## config.mk

```make
export PLATFORM = sky130hd
export DESIGN_NAME = imem_loader
export DESIGN_NICKNAME = d
export VERILOG_FILES = /design/src/rtl/proc_pkg.sv /design/src/rtl/imem_word_packer.sv /design/src/rtl/imem_loader.sv
export SDC_FILE = /design/constraint.sdc
export NUM_CORES = 1
export LEC_CHECK = 0
export BUFFER_PORTS_ARGS = -buffer_cell sky130_fd_sc_hd__buf_2
export CAP_MARGIN = 20
export CORE_MARGIN = 10
export CORE_UTILIZATION = 55
export CTS_BUF_LIST = sky130_fd_sc_hd__clkbuf_16
export CTS_CLUSTER_DIAMETER = 80
export DETAILED_ROUTE_END_ITERATION = 7
export PLACE_DENSITY = 0.82
export SLEW_MARGIN = 20
export SYNTH_ARGS = -nofsm -noshare
export SYNTH_HDL_FRONTEND = slang
export SYNTH_HIERARCHICAL = 1
export SYNTH_SLANG_ARGS = --single-unit
```

## constraint.sdc

```tcl
create_clock -name clk -period 3.78 [get_ports clk]
set_input_delay 0.756 -clock clk [delete_from_list [all_inputs] [get_ports clk]]
set_output_delay 0.756 -clock clk [all_outputs]
set_load 0.05 [all_outputs]
```

## src/rtl/proc_pkg.sv

```systemverilog
// Shared constants and loader state encoding for the instruction-memory writer.
package proc_pkg;
    localparam int unsigned INSTR_W         = 19;
    localparam int unsigned IMEM_DEPTH      = 16384;
    localparam int unsigned IMEM_AW         = $clog2(IMEM_DEPTH);
    localparam int unsigned STREAM_W        = 8;
    localparam int unsigned BYTES_PER_INSTR = 3;
    localparam int unsigned BIDX_W          = 2;

    typedef enum logic [2:0] {
        ST_IDLE,
        ST_B0,
        ST_B1,
        ST_B2,
        ST_WR,
        ST_DONE
    } ldr_state_e;
endpackage

```

## src/rtl/imem_word_packer.sv

```systemverilog
// Packs a big-endian 3-byte group into one instruction word and flags
// first bytes that carry bits above the instruction's top field.
module imem_word_packer
    import proc_pkg::*;
#(
    parameter int unsigned DATA_W = INSTR_W,
    parameter int unsigned BYTE_W = STREAM_W
) (
    input  logic              clk,
    input  logic              reset,
    input  logic              clr,
    input  logic              take,
    input  logic [BYTE_W-1:0] in_data,
    output logic [DATA_W-1:0] word_c,
    output logic              fmt_err
);
    localparam int unsigned HI_W = DATA_W - 2 * BYTE_W;

    logic [DATA_W-1:0] word_q, word_d;
    logic [BIDX_W-1:0] idx_q, idx_d;
    logic              fmt_err_q, fmt_err_d;
    logic              first;

    assign first = (idx_q == '0);

    // The first byte restarts the word; later bytes shift in below it.
    always_comb begin
        word_d    = word_q;
        idx_d     = idx_q;
        fmt_err_d = fmt_err_q;
        if (clr) begin
            word_d    = '0;
            idx_d     = '0;
            fmt_err_d = 1'b0;
        end else if (take) begin
            if (first) begin
                word_d = DATA_W'(in_data & BYTE_W'((1 << HI_W) - 1));
                if ((in_data >> HI_W) != '0) begin
                    fmt_err_d = 1'b1;
                end
            end else begin
                word_d = DATA_W'({word_q, in_data});
            end
            idx_d = (idx_q == BIDX_W'(BYTES_PER_INSTR - 1)) ? '0 : idx_q + BIDX_W'(1);
        end
    end

    always_ff @(posedge clk or posedge reset) begin
        if (reset) begin
            word_q    <= '0;
            idx_q     <= '0;
            fmt_err_q <= 1'b0;
        end else begin
            word_q    <= word_d;
            idx_q     <= idx_d;
            fmt_err_q <= fmt_err_d;
        end
    end

    assign word_c  = word_d;
    assign fmt_err = fmt_err_q;
endmodule

```

## src/rtl/imem_loader.sv

```systemverilog
// Byte-stream loader for the instruction memory: packs 3 bytes per word,
// writes consecutive addresses from 0 and holds the core while loading.
module imem_loader
    import proc_pkg::*;
#(
    parameter int unsigned DATA_W = INSTR_W,
    parameter int unsigned ADDR_W = IMEM_AW,
    parameter int unsigned BYTE_W = STREAM_W
) (
    input  logic              clk,
    input  logic              reset,
    input  logic              start,
    input  logic [ADDR_W-1:0] len_m1,
    input  logic              abort,
    input  logic              in_valid,
    input  logic [BYTE_W-1:0] in_data,
    output logic              in_ready,
    output logic              mem_we,
    output logic [ADDR_W-1:0] mem_addr,
    output logic [DATA_W-1:0] mem_wdata,
    output logic              busy,
    output logic              cpu_hold,
    output logic              done,
    output logic              fmt_err
);
    ldr_state_e        state_q, state_d;
    logic [ADDR_W-1:0] addr_cnt_q, addr_cnt_d;
    logic [ADDR_W-1:0] len_q, len_d;
    logic [ADDR_W-1:0] mem_addr_q, mem_addr_d;
    logic [DATA_W-1:0] mem_wdata_q, mem_wdata_d;
    logic              mem_we_q, mem_we_d;
    logic              in_ready_q, in_ready_d;
    logic              busy_q, busy_d;
    logic              done_q, done_d;
    logic              start_ok;
    logic              take;
    logic [DATA_W-1:0] word_c;

    assign start_ok = (state_q == ST_IDLE) && start;
    // Abort wins over a same-cycle byte, so the byte is not consumed.
    assign take     = in_ready_q && in_valid && !abort;

    imem_word_packer #(
        .DATA_W (DATA_W),
        .BYTE_W (BYTE_W)
    ) u_packer (
        .clk     (clk),
        .reset   (reset),
        .clr     (start_ok),
        .take    (take),
        .in_data (in_data),
        .word_c  (word_c),
        .fmt_err (fmt_err)
    );

    always_comb begin
        state_d     = state_q;
        addr_cnt_d  = addr_cnt_q;
        len_d       = len_q;
        unique case (state_q)
            ST_IDLE: begin
                if (start) begin
                    len_d      = len_m1;
                    addr_cnt_d = '0;
                    state_d    = ST_B0;
                end
            end
            ST_B0: if (abort) state_d = ST_IDLE; else if (take) state_d = ST_B1;
            ST_B1: if (abort) state_d = ST_IDLE; else if (take) state_d = ST_B2;
            ST_B2: if (abort) state_d = ST_IDLE; else if (take) state_d = ST_WR;
            ST_WR: begin
                if (abort) begin
                    state_d = ST_IDLE;
                end else if (addr_cnt_q == len_q) begin
                    state_d = ST_DONE;
                end else begin
                    addr_cnt_d = addr_cnt_q + ADDR_W'(1);
                    state_d    = ST_B0;
                end
            end
            ST_DONE: state_d = ST_IDLE;
            default: state_d = ST_IDLE;
        endcase

        // Registered outputs follow the state being entered.
        mem_we_d    = (state_d == ST_WR);
        mem_addr_d  = mem_addr_q;
        mem_wdata_d = mem_wdata_q;
        if (mem_we_d) begin
            mem_addr_d  = addr_cnt_q;
            mem_wdata_d = word_c;
        end
        in_ready_d = (state_d == ST_B0) || (state_d == ST_B1) || (state_d == ST_B2);
        busy_d     = (state_d != ST_IDLE);
        done_d     = (state_d == ST_DONE);
    end

    always_ff @(posedge clk or posedge reset) begin
        if (reset) begin
            state_q     <= ST_IDLE;
            addr_cnt_q  <= '0;
            len_q       <= '0;
            mem_addr_q  <= '0;
            mem_wdata_q <= '0;
            mem_we_q    <= 1'b0;
            in_ready_q  <= 1'b0;
            busy_q      <= 1'b0;
            done_q      <= 1'b0;
        end else begin
            state_q     <= state_d;
            addr_cnt_q  <= addr_cnt_d;
            len_q       <= len_d;
            mem_addr_q  <= mem_addr_d;
            mem_wdata_q <= mem_wdata_d;
            mem_we_q    <= mem_we_d;
            in_ready_q  <= in_ready_d;
            busy_q      <= busy_d;
            done_q      <= done_d;
        end
    end

    assign in_ready  = in_ready_q;
    assign mem_we    = mem_we_q;
    assign mem_addr  = mem_addr_q;
    assign mem_wdata = mem_wdata_q;
    assign busy      = busy_q;
    assign cpu_hold  = busy_q;
    assign done      = done_q;
endmodule

```

==> impl_metrics.env, run 1 <==
export IMPL_slowest_stage="nor3b_4"
export IMPL_n_antenna_cell=0
export IMPL_io_pins=66
export IMPL_crit_arrival_ns=2.75
export IMPL_met1_usage_pct=20.9
export IMPL_wirelength_mm=8.80
export IMPL_required_ns=4.06
export IMPL_synth_compound_area_share_pct=8.53
export IMPL_cts_root_buf="clkbuf_16"
export IMPL_synthFlopType="dfrtp_1"
export IMPL_skew_ns=0.00554
export IMPL_nets=424
export IMPL_final_cell_mix="90 x dfrtp_1, 65 x buf_2, 56 x nand2_1"
export IMPL_synth_xor_area_share_pct=3.33
export IMPL_cts_sinks=90
export IMPL_clockBufferDepth=2
export IMPL_min_period_over_period_pct=65.5
export IMPL_status="completed"
export IMPL_initial_core_util_pct=57.4
export IMPL_grtUsageTotal_pct=16.8
export IMPL_grt_start_max_net_pins=35
export IMPL_drc=0
export IMPL_synthSimpleGateAreaFrac_pct=15.8
export IMPL_coreArea_sq_um=6870
export IMPL_cp_end_kind="register"
export IMPL_yosysUniqueCellTypes=40
export IMPL_clk_pin_slew_ns=0.06
export IMPL_power_mw=2.60
export IMPL_synth_area_sq_um=3950
export IMPL_slew_viol_final=0
export IMPL_cts_buffers=9
export IMPL_fin_ws_ns=1.31
export IMPL_drive_above_1_share_pct=31.9
export IMPL_fin_util_pct=66.6
export IMPL_dp_hpwl_mm=5.96
export IMPL_wl_per_cell_um=17.7
export IMPL_fin_setup_tns_ns=0
export IMPL_rows=30
export IMPL_rsz0062_at_grt="no"
export IMPL_ctsHoldBuffers=0
export IMPL_multi_input_area_sq_um=1540
export IMPL_cts_tree="done"
export IMPL_synth_edf_count=0
export IMPL_tightest_slew_ns=0.850
export IMPL_grt_pass1_vias=2935
export IMPL_ys_warn_count=6
export IMPL_slew_headroom_pct=43.3
export IMPL_worstPathBufferInverterCount=2
export IMPL_grt_use_met2_pct=27.3
export IMPL_drt_initial_drc_count=209
export IMPL_hold_class="reg -> reg"
export IMPL_vias_per_cell=5.62
export IMPL_fmax_mhz=404
export IMPL_grt_pass1_wl_mm=15.0
export IMPL_seq_area_frac_synth_pct=57.1
export IMPL_whs_ns=0.501
export IMPL_place_ws_ns=1.04
export IMPL_worst_setup_path_start_kind="register"
export IMPL_syn_inst=337
export IMPL_vias=2792
export IMPL_clk_latency_ns=0.34
export IMPL_path_cells="nand2b_1 > or2_1 > buf_4 > inv_1 > nor3b_4 > a22o_1 > mux2_2"
export IMPL_irDropWorstVdd_v=0.000271
export IMPL_grt_busiest_layer="met2"
export IMPL_postCtsSetupBuffers=0
export IMPL_cap_violations=0
export IMPL_setup_violations=0
export IMPL_power_density_nw_per_um2=569
export IMPL_p_leak_nw=2.41
export IMPL_die_w_um=105
export IMPL_critPathKind="reg -> reg"
export IMPL_h_tree_depth=3
export IMPL_antenna_found_initial=0
export IMPL_fillers=528
export IMPL_dr_pass1_iters=4
export IMPL_portBuffers=65
export IMPL_cp_top_family="simple AND/OR/NAND/NOR gates"
export IMPL_synth_seq_cells=90
export IMPL_ctsResizeCount=0
export IMPL_synthesis_nets=365
export IMPL_finalCriticalPeriod_ns=2.47
export IMPL_synthAdderAreaFrac_pct=0.317
export IMPL_ant_nets=0
export IMPL_muxShareOfSynthArea_pct=11.0
export IMPL_final_common_cell="dfrtp_1"
export IMPL_grt_ovfl_total=0
export IMPL_synth_avg_cell_area_sq_um=11.7
export IMPL_die_area_sq_um=11000
export IMPL_hold_viol=0
export IMPL_grtUsageMet3_pct=5.28
export IMPL_die_h_um=105
export IMPL_regArea_sq_um=2250
export IMPL_ys_async_sr_fraction_pct=100
export IMPL_synth_top_family_by_area="simple AND/OR/NAND/NOR gates"
export IMPL_area_growth_pct=16.0
export IMPL_critPathMaxStageDelay_ns=0.62
export IMPL_path_max_fanout=24
export IMPL_gp_congestion=0.789
area by class of cell:
type                    instances  area share, %
multi-input cells             221           33.7
flip-flops and latches         90           49.2
clock buffers                   9           4.92
clock inverters                 7           1.34
well taps                      96           2.62
inverters                       4          0.328
repair buffers                 70           7.93
path summary, 6_finish.rpt:
check | to | cells past startpoint | slack (ns) | start
hold / removal | len_q[8]$_DFFE_PP0P_ | 2 | 0.50 | len_q[8]$_DFFE_PP0P_
max in group asynchronous | mem_addr[8]$_DFFE_PP0P_ | 3 | 2.46 | reset
hold reg to reg | len_q[8]$_DFFE_PP0P_ | 2 | 0.50 | len_q[8]$_DFFE_PP0P_
setup / recovery | mem_wdata[5]$_DFFE_PP0P_ | 7 | 1.31 | state_q[2]$_DFF_PP0_
min in group asynchronous | mem_wdata[11]$_DFFE_PP0P_ | 2 | 0.55 | reset
setup reg to reg | mem_wdata[5]$_DFFE_PP0P_ | 7 | 1.31 | state_q[2]$_DFF_PP0_
metrics by stage:
step | cells | cell area [sq um]
final | 497 | 4580
after global routing | 497 | 4580
after CTS | 497 | 4580
after detailed placement | 481 | 4290
after global placement | 481 | 4290
after floorplan | 337 | 3950
flip-flops by register name (all words and copies together) (netlist names):
register / cells
mem_wdata: 19
u_packer/word_q: 19
u_packer/idx_q: 2
busy: 1
mem_addr: 14
state_q: 3
mem_we: 1
done: 1
addr_cnt_q: 14
len_q: 14
in_ready: 1
u_packer/fmt_err: 1
cells by family (layout without fill, tap and decap cells):
family	after synthesis	in the layout
XOR/XNOR	15	15
buffers and inverters	26	90
AND/OR/NAND/NOR	122	122
flip-flops	90	90
adder cells (fa/ha/maj)	1	1
multiplexers	39	39
AO/OA/AOI/OAI	44	44
power breakdown:
group          total, mW  switching, mW  internal [mW]
logic              0.549          0.375          0.175
clock network      0.859          0.354          0.505
registers           1.20         0.0985           1.10
total               2.60          0.827           1.78
tightest hold or removal path, cell delays in order, from the launching register on:
cell and delay, ns:
dfrtp_1 0.36, nand2_1 0.05, nand2_1 0.06
cells in the mapped netlist (all sizes together) (2+ instances only):
cell type / count / area share (%)
a22o: 17 / 3.8
clkbuf: 2 / 0.19
o21ai: 5 / 0.63
xor2: 15 / 3.3
a21oi: 7 / 1.2
nor3: 5 / 0.76
and3: 2 / 0.32
nand2b: 2 / 0.51
nand2: 57 / 5.6
or4: 9 / 1.7
nand4: 10 / 1.6
nand3: 7 / 0.89
nor2: 16 / 1.6
or3: 2 / 0.32
nor4: 3 / 0.48
mux2i: 5 / 1.3
mux2: 34 / 9.7
inv: 4 / 0.38
buf: 20 / 3.5
or2: 4 / 0.63
or4b: 2 / 0.51
o211ai: 11 / 2.1
dfrtp: 90 / 57
routing by layer:
metal	routed length, um	vias to the layer above	part of all wire [%]
li1	-	1320	-
met1	3820	1377	43
met2	4340	87	49
met3	539	8	6.1
met4	95	0	1.1
met5	0	-	0
Note: power is estimated with default switching activity, not from simulation.
==> run 2: changes to the inputs <==
==> constraint.sdc (replaced) <==
create_clock -name clk -period 2.3 [get_ports clk]
set_input_delay 0.46 -clock clk [delete_from_list [all_inputs] [get_ports clk]]
set_output_delay 0.46 -clock clk [all_outputs]
set_load 0.05 [all_outputs]
==> impl_metrics.env, run 2 (synthesis results as in run 1) <==
export IMPL_status="completed"
export IMPL_cts_buffers=9
export IMPL_die_area_sq_um=11000
export IMPL_r2r_start="state_q[1]$_DFF_PP0_"
export IMPL_die_w_um=105
export IMPL_ant_nets=0
export IMPL_final_common_cell="dfrtp_1"
export IMPL_grt_pass1_wl_mm=15.1
export IMPL_wl_per_cell_um=18.2
export IMPL_postCtsSetupBuffers=0
export IMPL_coreArea_sq_um=6870
export IMPL_portBuffers=65
export IMPL_area_growth_pct=18.4
export IMPL_setup_violations=0
export IMPL_n_antenna_cell=0
export IMPL_whs_ns=0.204
export IMPL_die_h_um=105
export IMPL_slew_headroom_pct=42.4
export IMPL_required_ns=2.58
export IMPL_io_pins=66
export IMPL_tightest_slew_ns=0.863
export IMPL_r2r_cells=6
export IMPL_critPathMaxStageDelay_ns=0.61
export IMPL_critPathKind="reg -> reg"
export IMPL_wirelength_mm=9.11
export IMPL_path_cells="or2_1 > or2_1 > inv_2 > nor3b_4 > a22o_1 > mux2_2"
export IMPL_fillers=526
export IMPL_antenna_found_initial=0
export IMPL_cts_sinks=90
export IMPL_power_density_nw_per_um2=958
export IMPL_path_max_fanout=16
export IMPL_hold_viol=0
export IMPL_final_cell_mix="90 x dfrtp_1, 65 x buf_2, 56 x nand2_1"
export IMPL_h_tree_depth=3
export IMPL_ctsResizeCount=0
export IMPL_fmax_mhz=476
export IMPL_cp_end_kind="register"
export IMPL_slew_viol_final=0
export IMPL_clk_pin_slew_ns=0.06
export IMPL_drt_initial_drc_count=257
export IMPL_grt_start_max_net_pins=34
export IMPL_cts_root_buf="clkbuf_16"
export IMPL_grt_pass1_vias=2902
export IMPL_hold_class="in -> async"
export IMPL_vias=2803
export IMPL_grtUsageTotal_pct=16.8
export IMPL_p_leak_nw=2.45
export IMPL_min_period_over_period_pct=91.4
export IMPL_nets=427
export IMPL_rows=30
export IMPL_ctsHoldBuffers=0
export IMPL_clockBufferDepth=2
export IMPL_grt_ovfl_total=0
export IMPL_irDropWorstVdd_v=0.000454
export IMPL_cp_common_cell="or2_1"
export IMPL_drive_above_1_share_pct=32.9
export IMPL_dr_pass1_iters=6
export IMPL_rsz0062_at_grt="no"
export IMPL_startpoint="state_q[1]$_DFF_PP0_"
export IMPL_initial_core_util_pct=57.4
export IMPL_dp_hpwl_mm=6.21
export IMPL_fin_setup_tns_ns=0
export IMPL_cap_violations=0
export IMPL_vias_per_cell=5.61
export IMPL_gp_congestion=0.807
export IMPL_cts_tree="done"
export IMPL_slowest_stage="nor3b_4"
export IMPL_drc=0
export IMPL_worst_setup_path_start_kind="register"
export IMPL_skew_ns=0.00561
export IMPL_finalCriticalPeriod_ns=2.10
export IMPL_clk_latency_ns=0.33
export IMPL_crit_arrival_ns=2.38
[run 2: cell count changes in the layout (fill, tap and decap cells not counted), sizes merged]
cell	change
bufinv	+1
inv	+1
clkinv	-2
buf	+3
[run 2: worst paths after layout]
check	endpoint	slack [ns]
max	mem_wdata[13]$_DFFE_PP0P_	0.20
min	mem_wdata[14]$_DFFE_PP0P_	0.20
max reg2reg	mem_wdata[13]$_DFFE_PP0P_	0.20
min reg2reg	len_q[11]$_DFFE_PP0P_	0.49
max in group asynchronous	u_packer/word_q[7]$_DFF_PP0_	1.46
min in group clk	len_q[1]$_DFFE_PP0P_	0.31
[run 2: area by class of cell]
type,count,area (sq um),share of cell area (%)
clock buffer,9,225,4.82
tap,96,120,2.57
inverter,4,15.0,0.321
timing repair buffer,73,423,9.05
clock inverter,7,91.3,1.95
multi-input combinational,221,1550,33.1
sequential,90,2250,48.2
[run 2: through the flow]
stage | power, mW | worst slack (ns) | cell area [sq um] | std cells | utilization, %
2_1_floorplan | 2.75 | 0.00442 | 3980 | 337 | -
3_3_place_gp | 2.88 | 0.299 | 4360 | 484 | 63.4
3_5_place_dp | 2.93 | 0.272 | 4360 | 484 | 63.4
4_1_cts | 4.50 | 0.244 | 4670 | 500 | 68.0
5_1_grt | 4.67 | 0.105 | 4670 | 500 | 68.0
6_report | 4.48 | 0.197 | 4670 | 500 | 68.0
[run 2: power breakdown]
part	leakage (nW)	internal [mW]	switching (mW)	total (mW)
Sequential	1.22	1.80	0.164	1.97
Clock	0.158	0.952	0.611	1.56
Combinational	1.07	0.299	0.646	0.945
[run 2: worst max-delay path: cells and delay by family, from the launching register on]
family | cells | cell delay, ns
muxes | 1 | 0.16
buffers and inverters | 1 | 0.09
DFF | 1 | 0.47
AOI/OAI and AO/OA | 1 | 0.29
and+or+nand+nor | 3 | 1.03
[run 2: metal layers]
layer	global-route usage, %	part of all wire, %	vias up
met1	20.9	43	1387
met5	0	0	-
met2	28.1	51	88
met4	6.27	1.0	0
met3	3.38	5.1	9
li1	-	-	1319
